File: config.mk
export PLATFORM = sky130hd
export DESIGN_NAME = uart_tx
export DESIGN_NICKNAME = d
export VERILOG_FILES = /design/src/rtl/uart_pkg.sv /design/src/rtl/uart_baud_counter.sv /design/src/rtl/uart_tx.sv
export SDC_FILE = /design/constraint.sdc
export NUM_CORES = 1
export LEC_CHECK = 0
export CAP_MARGIN = 20
export CORE_UTILIZATION = 40
export DETAILED_ROUTE_END_ITERATION = 8
export GPL_TIMING_DRIVEN = 0
export MAX_ROUTING_LAYER = met4
export SETUP_SLACK_MARGIN = 0.3
export SLEW_MARGIN = 20
export SYNTH_ARGS = -nofsm -noshare
export SYNTH_HDL_FRONTEND = slang
export SYNTH_SLANG_ARGS = --single-unit
File: constraint.sdc
create_clock -name clk -period 4.7 [get_ports clk]
set_clock_uncertainty 0.15 [all_clocks]
set_input_delay 0.705 -clock clk [delete_from_list [all_inputs] [get_ports clk]]
set_output_delay 0.705 -clock clk [all_outputs]
set_load 0.05 [all_outputs]
File: src/rtl/uart_pkg.sv
// uart_pkg: types and helpers shared by the UART transmitter and receiver.
// Build option: UART_TX_PARITY_EN adds the transmitter's even-parity state.
package uart_pkg;

  // Transmitter states, one-hot with the reset state at all-zeros.
  typedef enum logic [4:0] {
    TX_RESET  = 5'b00000,
    TX_IDLE   = 5'b00001,
    TX_START  = 5'b00010,
    TX_DATA   = 5'b00100,
`ifdef UART_TX_PARITY_EN
    TX_PARITY = 5'b01000,
`endif
    TX_STOP   = 5'b10000
  } uart_tx_state_t;

  // Receiver states, same encoding style as the transmitter.
  typedef enum logic [4:0] {
    RX_RESET  = 5'b00000,
    RX_IDLE   = 5'b00001,
    RX_START  = 5'b00010,
    RX_DATA   = 5'b00100,
    RX_PARITY = 5'b01000,
    RX_STOP   = 5'b10000
  } uart_rx_state_t;

  // Clock cycles per line bit; integer division, so the rate is rounded down.
  function automatic int unsigned clk_cycles_per_bit(input int unsigned clk_freq,
                                                     input int unsigned baud_rate);
    return clk_freq / baud_rate;
  endfunction

endpackage

File: src/rtl/uart_baud_counter.sv
// uart_baud_counter: bit-period timer shared by the UART transmitter and receiver.
// Counts down from CYCLES_PER_BIT-1 to 0 and pulses bit_tick on the last cycle of
// each bit period. While reload is high the counter sits at its reload value, so
// the first period after reload is released is a full CYCLES_PER_BIT cycles.
module uart_baud_counter #(
  parameter int unsigned CYCLES_PER_BIT = 104,
  parameter int unsigned CNT_WIDTH      = $clog2(CYCLES_PER_BIT)
) (
  input  logic clk,
  input  logic rst_n,
  input  logic reload,
  output logic bit_tick
);

  localparam logic [CNT_WIDTH-1:0] RELOAD_VAL = CNT_WIDTH'(CYCLES_PER_BIT - 1);
  localparam logic [CNT_WIDTH-1:0] CNT_ONE    = CNT_WIDTH'(1);
  localparam logic [CNT_WIDTH-1:0] CNT_ZERO   = {CNT_WIDTH{1'b0}};

  logic [CNT_WIDTH-1:0] count_r;
  logic                 at_zero_s;

  assign at_zero_s = (count_r == CNT_ZERO);
  assign bit_tick  = at_zero_s && !reload;

  // Down-count one bit period, reloading at zero or while held.
  always_ff @(posedge clk) begin
    if (!rst_n) begin
      count_r <= CNT_ZERO;
    end else if (reload || at_zero_s) begin
      count_r <= RELOAD_VAL;
    end else begin
      count_r <= count_r - CNT_ONE;
    end
  end

endmodule

File: src/rtl/uart_tx.sv
// uart_tx: UART transmitter. Takes a word over write_valid/write_ready and sends
// it LSB-first as start bit, BUFFER_WIDTH data bits, optional parity, STOP_BITS
// stop bits. tx, busy and write_ready are all flop outputs. tx and busy follow the
// state one cycle later, so the start bit appears on the edge after the transfer.
// Build option: UART_TX_PARITY_EN inserts an even-parity bit after the data bits.
module uart_tx
  import uart_pkg::*;
#(
  parameter int unsigned BUFFER_WIDTH = 8,
  parameter int unsigned BAUD_RATE    = 115_200,
  parameter int unsigned CLK_FREQ     = 12_000_000,
  parameter int unsigned STOP_BITS    = 1
) (
  input  logic                    clk,
  input  logic                    rst_n,
  input  logic [BUFFER_WIDTH-1:0] write_data,
  input  logic                    write_valid,
  output logic                    write_ready,
  output logic                    tx,
  output logic                    busy
);

  localparam int unsigned CLK_CYCLES_PER_BIT = clk_cycles_per_bit(CLK_FREQ, BAUD_RATE);
  localparam int unsigned CLK_CNT_WIDTH      = $clog2(CLK_CYCLES_PER_BIT);
  localparam int unsigned BIT_CNT_WIDTH      = $clog2(BUFFER_WIDTH) + 1;

  localparam logic [BIT_CNT_WIDTH-1:0] LAST_DATA_BIT = BIT_CNT_WIDTH'(BUFFER_WIDTH - 1);
  localparam logic [BIT_CNT_WIDTH-1:0] LAST_STOP_BIT = BIT_CNT_WIDTH'(STOP_BITS - 1);
  localparam logic [BIT_CNT_WIDTH-1:0] BIT_CNT_ONE   = BIT_CNT_WIDTH'(1);
  localparam logic [BIT_CNT_WIDTH-1:0] BIT_CNT_ZERO  = {BIT_CNT_WIDTH{1'b0}};

  uart_tx_state_t            state_r;
  logic [BUFFER_WIDTH-1:0]   shift_r;
  logic [BIT_CNT_WIDTH-1:0]  bit_cnt_r;
  logic                      tx_r;
  logic                      busy_r;
  logic                      ready_r;
  logic                      hold_s;
  logic                      bit_tick_s;
`ifdef UART_TX_PARITY_EN
  logic                      parity_r;

  // Even parity: the XOR of all data bits.
  function automatic logic even_parity(input logic [BUFFER_WIDTH-1:0] word);
    return ^word;
  endfunction
`endif

  // The bit timer only runs while a frame is on the line.
  assign hold_s = (state_r == TX_IDLE) || (state_r == TX_RESET);

  uart_baud_counter #(
    .CYCLES_PER_BIT (CLK_CYCLES_PER_BIT),
    .CNT_WIDTH      (CLK_CNT_WIDTH)
  ) u_baud_counter (
    .clk      (clk),
    .rst_n    (rst_n),
    .reload   (hold_s),
    .bit_tick (bit_tick_s)
  );

  // Frame sequencer: state, shift register, bit counter and registered outputs.
  always_ff @(posedge clk) begin
    if (!rst_n) begin
      state_r   <= TX_RESET;
      shift_r   <= {BUFFER_WIDTH{1'b0}};
      bit_cnt_r <= BIT_CNT_ZERO;
      tx_r      <= 1'b1;
      busy_r    <= 1'b0;
      ready_r   <= 1'b0;
`ifdef UART_TX_PARITY_EN
      parity_r  <= 1'b0;
`endif
    end else begin
      ready_r <= 1'b0;
      case (state_r)
        TX_RESET: begin
          tx_r      <= 1'b1;
          busy_r    <= 1'b0;
          bit_cnt_r <= BIT_CNT_ZERO;
          state_r   <= TX_IDLE;
        end
        TX_IDLE: begin
          tx_r      <= 1'b1;
          busy_r    <= 1'b0;
          bit_cnt_r <= BIT_CNT_ZERO;
          if (write_valid && ready_r) begin
            shift_r  <= write_data;
`ifdef UART_TX_PARITY_EN
            parity_r <= even_parity(write_data);
`endif
            state_r  <= TX_START;
          end else begin
            ready_r  <= 1'b1;
          end
        end
        TX_START: begin
          tx_r   <= 1'b0;
          busy_r <= 1'b1;
          if (bit_tick_s) begin
            state_r <= TX_DATA;
          end
        end
        TX_DATA: begin
          tx_r   <= shift_r[0];
          busy_r <= 1'b1;
          if (bit_tick_s) begin
            shift_r <= {1'b0, shift_r[BUFFER_WIDTH-1:1]};
            if (bit_cnt_r == LAST_DATA_BIT) begin
              bit_cnt_r <= BIT_CNT_ZERO;
`ifdef UART_TX_PARITY_EN
              state_r   <= TX_PARITY;
`else
              state_r   <= TX_STOP;
`endif
            end else begin
              bit_cnt_r <= bit_cnt_r + BIT_CNT_ONE;
            end
          end
        end
`ifdef UART_TX_PARITY_EN
        TX_PARITY: begin
          tx_r   <= parity_r;
          busy_r <= 1'b1;
          if (bit_tick_s) begin
            state_r <= TX_STOP;
          end
        end
`endif
        TX_STOP: begin
          tx_r   <= 1'b1;
          busy_r <= 1'b1;
          if (bit_tick_s) begin
            if (bit_cnt_r == LAST_STOP_BIT) begin
              bit_cnt_r <= BIT_CNT_ZERO;
              ready_r   <= 1'b1;
              state_r   <= TX_IDLE;
            end else begin
              bit_cnt_r <= bit_cnt_r + BIT_CNT_ONE;
            end
          end
        end
        default: begin
          tx_r      <= 1'b1;
          busy_r    <= 1'b0;
          bit_cnt_r <= BIT_CNT_ZERO;
          state_r   <= TX_RESET;
        end
      endcase
    end
  end

  assign tx          = tx_r;
  assign busy        = busy_r;
  assign write_ready = ready_r;

endmodule
==> summary.txt <==
Setup path
  – Setup CP Type: reg -> reg
  – Arr. time, crit path: 2620 ps
  – Max Fanout on Critical Path: 9
  – CP required: 4820 ps
  – CP Capture Type: flip-flop
  – Crit path launch type: flip-flop

Floorplanning
  – I/O pins: 14
  – Die width: 61.8 um
  – Die span in y: 61.8 um
  – Placeable Area: 3390 um^2
  – Cell row count: 21
  – Starting Density: 42.2%
  – Die area: 3820 um^2

STA
  – Relative slew slack: 45.3%
  – Min Tclk post-route: 2500 ps
  – TNS Setup: 0 ps
  – Hold_ws: 327 ps
  – Worst slew pin tran: 814 ps
  – Setup Viol. Count Final: 0
  – RSZ-0062 raised after global routing: false
  – Count of pins over their slew limit: 0
  – Tcrit/Tclk final: 53.1%
  – Final hold violations: 0
  – Fmax: 401 MHz

Power
  – Flop pwr share: 37.9%
  – Clk pwr share: 14.4%
  – Power Dens Cells: 492 nW/um^2
  – Combinational Power Share: 47.7%
  – Switching power share of the total: 41.4%
  – Pleak: 0.604 nW
  – Max VDD drop: 233 uV
  – Net switching power: 0.337 mW
  – Internal: 0.477 mW

Clocking
  – Root Driver: clkbuf_4
  – CTS buffer count: 3
  – Total setup buffers inserted after CTS: 0
  – # H-tree levels: 1
  – Hold buffers post-CTS: 0
  – CTS max path bufs: 2
  – Sink Count: 26
  – Clk pin slew, worst setup/hold paths: 150 ps
  – Clock latency on the worst-skew pair: 330 ps
  – CTS resizes: 0
  – CTS tree: built

Worst hold path
  – Hold WC Path Type: reg -> reg

Routing
  – Routed len/inst: 14.5 um
  – Remaining DRCs: 0
  – Via density per instance: 5.86
  – Final wirelength: 3150 um
  – Final antenna-violating net count: 0
  – Vias: 1271
  – DRT Pass-1 Iters: 4
  – DRT iter0 DRCs: 34

Synthesis
  – Ys Warns: 0
  – Fraction of registers with async set or reset after synthesis: 0%
  – Post-Syn Area per Cell: 9.29 um^2
  – Synth cell types: 47
  – Mapped Area: 1430 um^2
  – Seq cells post-synth: 26
  – Top FF cell, synth: dfxtp_1
  – Number of synthesized flops with an enable pin: 0
  – Net Count, Synth: 169
  – Syn Inst Count: 154
  – Seq/Total Area, Yosys: 36.4%

Global route
  – Initial antenna violation count: 0
  – Grt peak-use layer: met2
  – First-pass GRT wire length: 5120 um
  – Overall routing resource usage: 18.9%
  – Grt met1 use: 24.5%
  – Largest net degree at the start of global routing: 15
  – GRT overflow: 0
  – M3 GR Usage: 2.28%
  – Vias in the first global route: 1108
  – Grt met2 use: 29.6%

Layout
  – Layout cells sized above 1: 9.36%
  – NumNets Final: 187
  – Area grow syn2layout: 15.6%
  – Most frequent cells in the layout: dfxtp_1, clkdlybuf4s50_1, a21oi_1
  – Fillers: 332
  – Final Cell Area: 1660 um^2
  – Commonest non-fill, non-tap cell in the layout: dfxtp_1
  – # diodes: 0

Status
  – Status: completed

Run
  – Max_cap viols: 0

Placement
  – DP HPWL: 2330 um
  – GP Congestion: 0.887
  – Cell Area, Placed: 1620 um^2
  – PortBufs: 13
[path summary, 6_finish.rpt]
kind                                     endpoint  slack (ps)                                 start  cells after the start
max                       shift_r[7]$_SDFFE_PN0P_        2200               state_r[1]$_SDFFE_PN0P_                      7
min          u_baud_counter.count_r[0]$_SDFF_PN0_         330  u_baud_counter.count_r[0]$_SDFF_PN0_                      1
max reg2reg               shift_r[7]$_SDFFE_PN0P_        2200               state_r[1]$_SDFFE_PN0P_                      7
min reg2reg  u_baud_counter.count_r[0]$_SDFF_PN0_         330  u_baud_counter.count_r[0]$_SDFF_PN0_                      1
[state kept, by name (all words and copies together) (netlist names)]
signal,flops
u_baud_counter.count_r,7
bit_cnt_r,4
state_r,4
tx,1
shift_r,8
busy,1
write_ready,1
[layer usage]
metal	vias up	wire, um
met3	6	130
met1	606	1500
met4	0	63
li1	621	-
met5	-	0
met2	38	1450
[power groups by stage]
stage,Combinational [mW],Clock (mW),Sequential (mW)
final,0.389,0.117,0.309
after global routing,0.429,0.128,0.316
after CTS,0.387,0.120,0.309
after detailed placement,0.386,0,0.314
after global placement,0.375,0,0.311
after floorplan,0.273,0,0.332
[cell usage after synthesis (all sizes together), types with 2 or more instances]
library cell / number / area share (%)
mux2i: 10 / 7.0
buf: 5 / 1.7
nand2b: 2 / 0.87
xor2: 2 / 1.2
nand3: 5 / 1.7
xnor2: 3 / 1.8
nor3: 5 / 1.7
or4b: 2 / 1.7
a31o: 7 / 4.3
or4: 2 / 1.0
inv: 6 / 1.6
nor2b: 3 / 1.3
a21oi: 12 / 4.2
nor2: 8 / 2.1
nand2: 9 / 2.4
dfxtp: 26 / 36
clkbuf: 4 / 1.0
nor4b: 3 / 3.8
ha: 4 / 3.5
o21ai: 3 / 1.0
nand3b: 3 / 1.6
o311ai: 2 / 1.2
a2111oi: 7 / 4.3
a32o: 2 / 1.4
o311a: 2 / 2.2
[worst max-delay path, stage by stage, from the launching register on]
cell	delay, ps
dfxtp_1	320
buf_2	170
nor3_1	680
and3_1	270
buf_2	190
a21o_1	100
clkbuf_1	310
mux2i_1	230
[kinds of logic after synthesis]
family          after synthesis  share of synthesized area (%)
mux                          10                           6.99
xor+xnor                      5                           3.06
flops                        26                           36.4
simple gates                 51                           22.6
buf+inv                      15                           4.37
compound gates               43                           23.1
fa+ha+maj                     4                           3.50
[area by class of cell]
class | instances | area, um^2 | share of cell area [%]
Clock buffer | 4 | 36.3 | 2.19
Inverter | 6 | 22.5 | 1.36
Buffer | 9 | 40.0 | 2.42
Multi-Input combinational cell | 113 | 848 | 51.2
Tap cell | 46 | 57.6 | 3.48
Timing Repair Buffer | 13 | 130 | 7.86
Sequential cell | 26 | 520 | 31.4
[stage by stage]
| step | setup WS, ps | utilization, % | total power [mW] | cells |
|---|---|---|---|---|
| after CTS | 2230 | 48.8 | 0.816 | 217 |
| after global placement | 2220 | 47.8 | 0.686 | 213 |
| after floorplan | 2550 | - | 0.605 | 154 |
| final | 2200 | 48.8 | 0.815 | 217 |
| after global routing | 2060 | 48.8 | 0.873 | 217 |
| after detailed placement | 2190 | 47.8 | 0.700 | 213 |
Power figures use the tool's default switching activity.
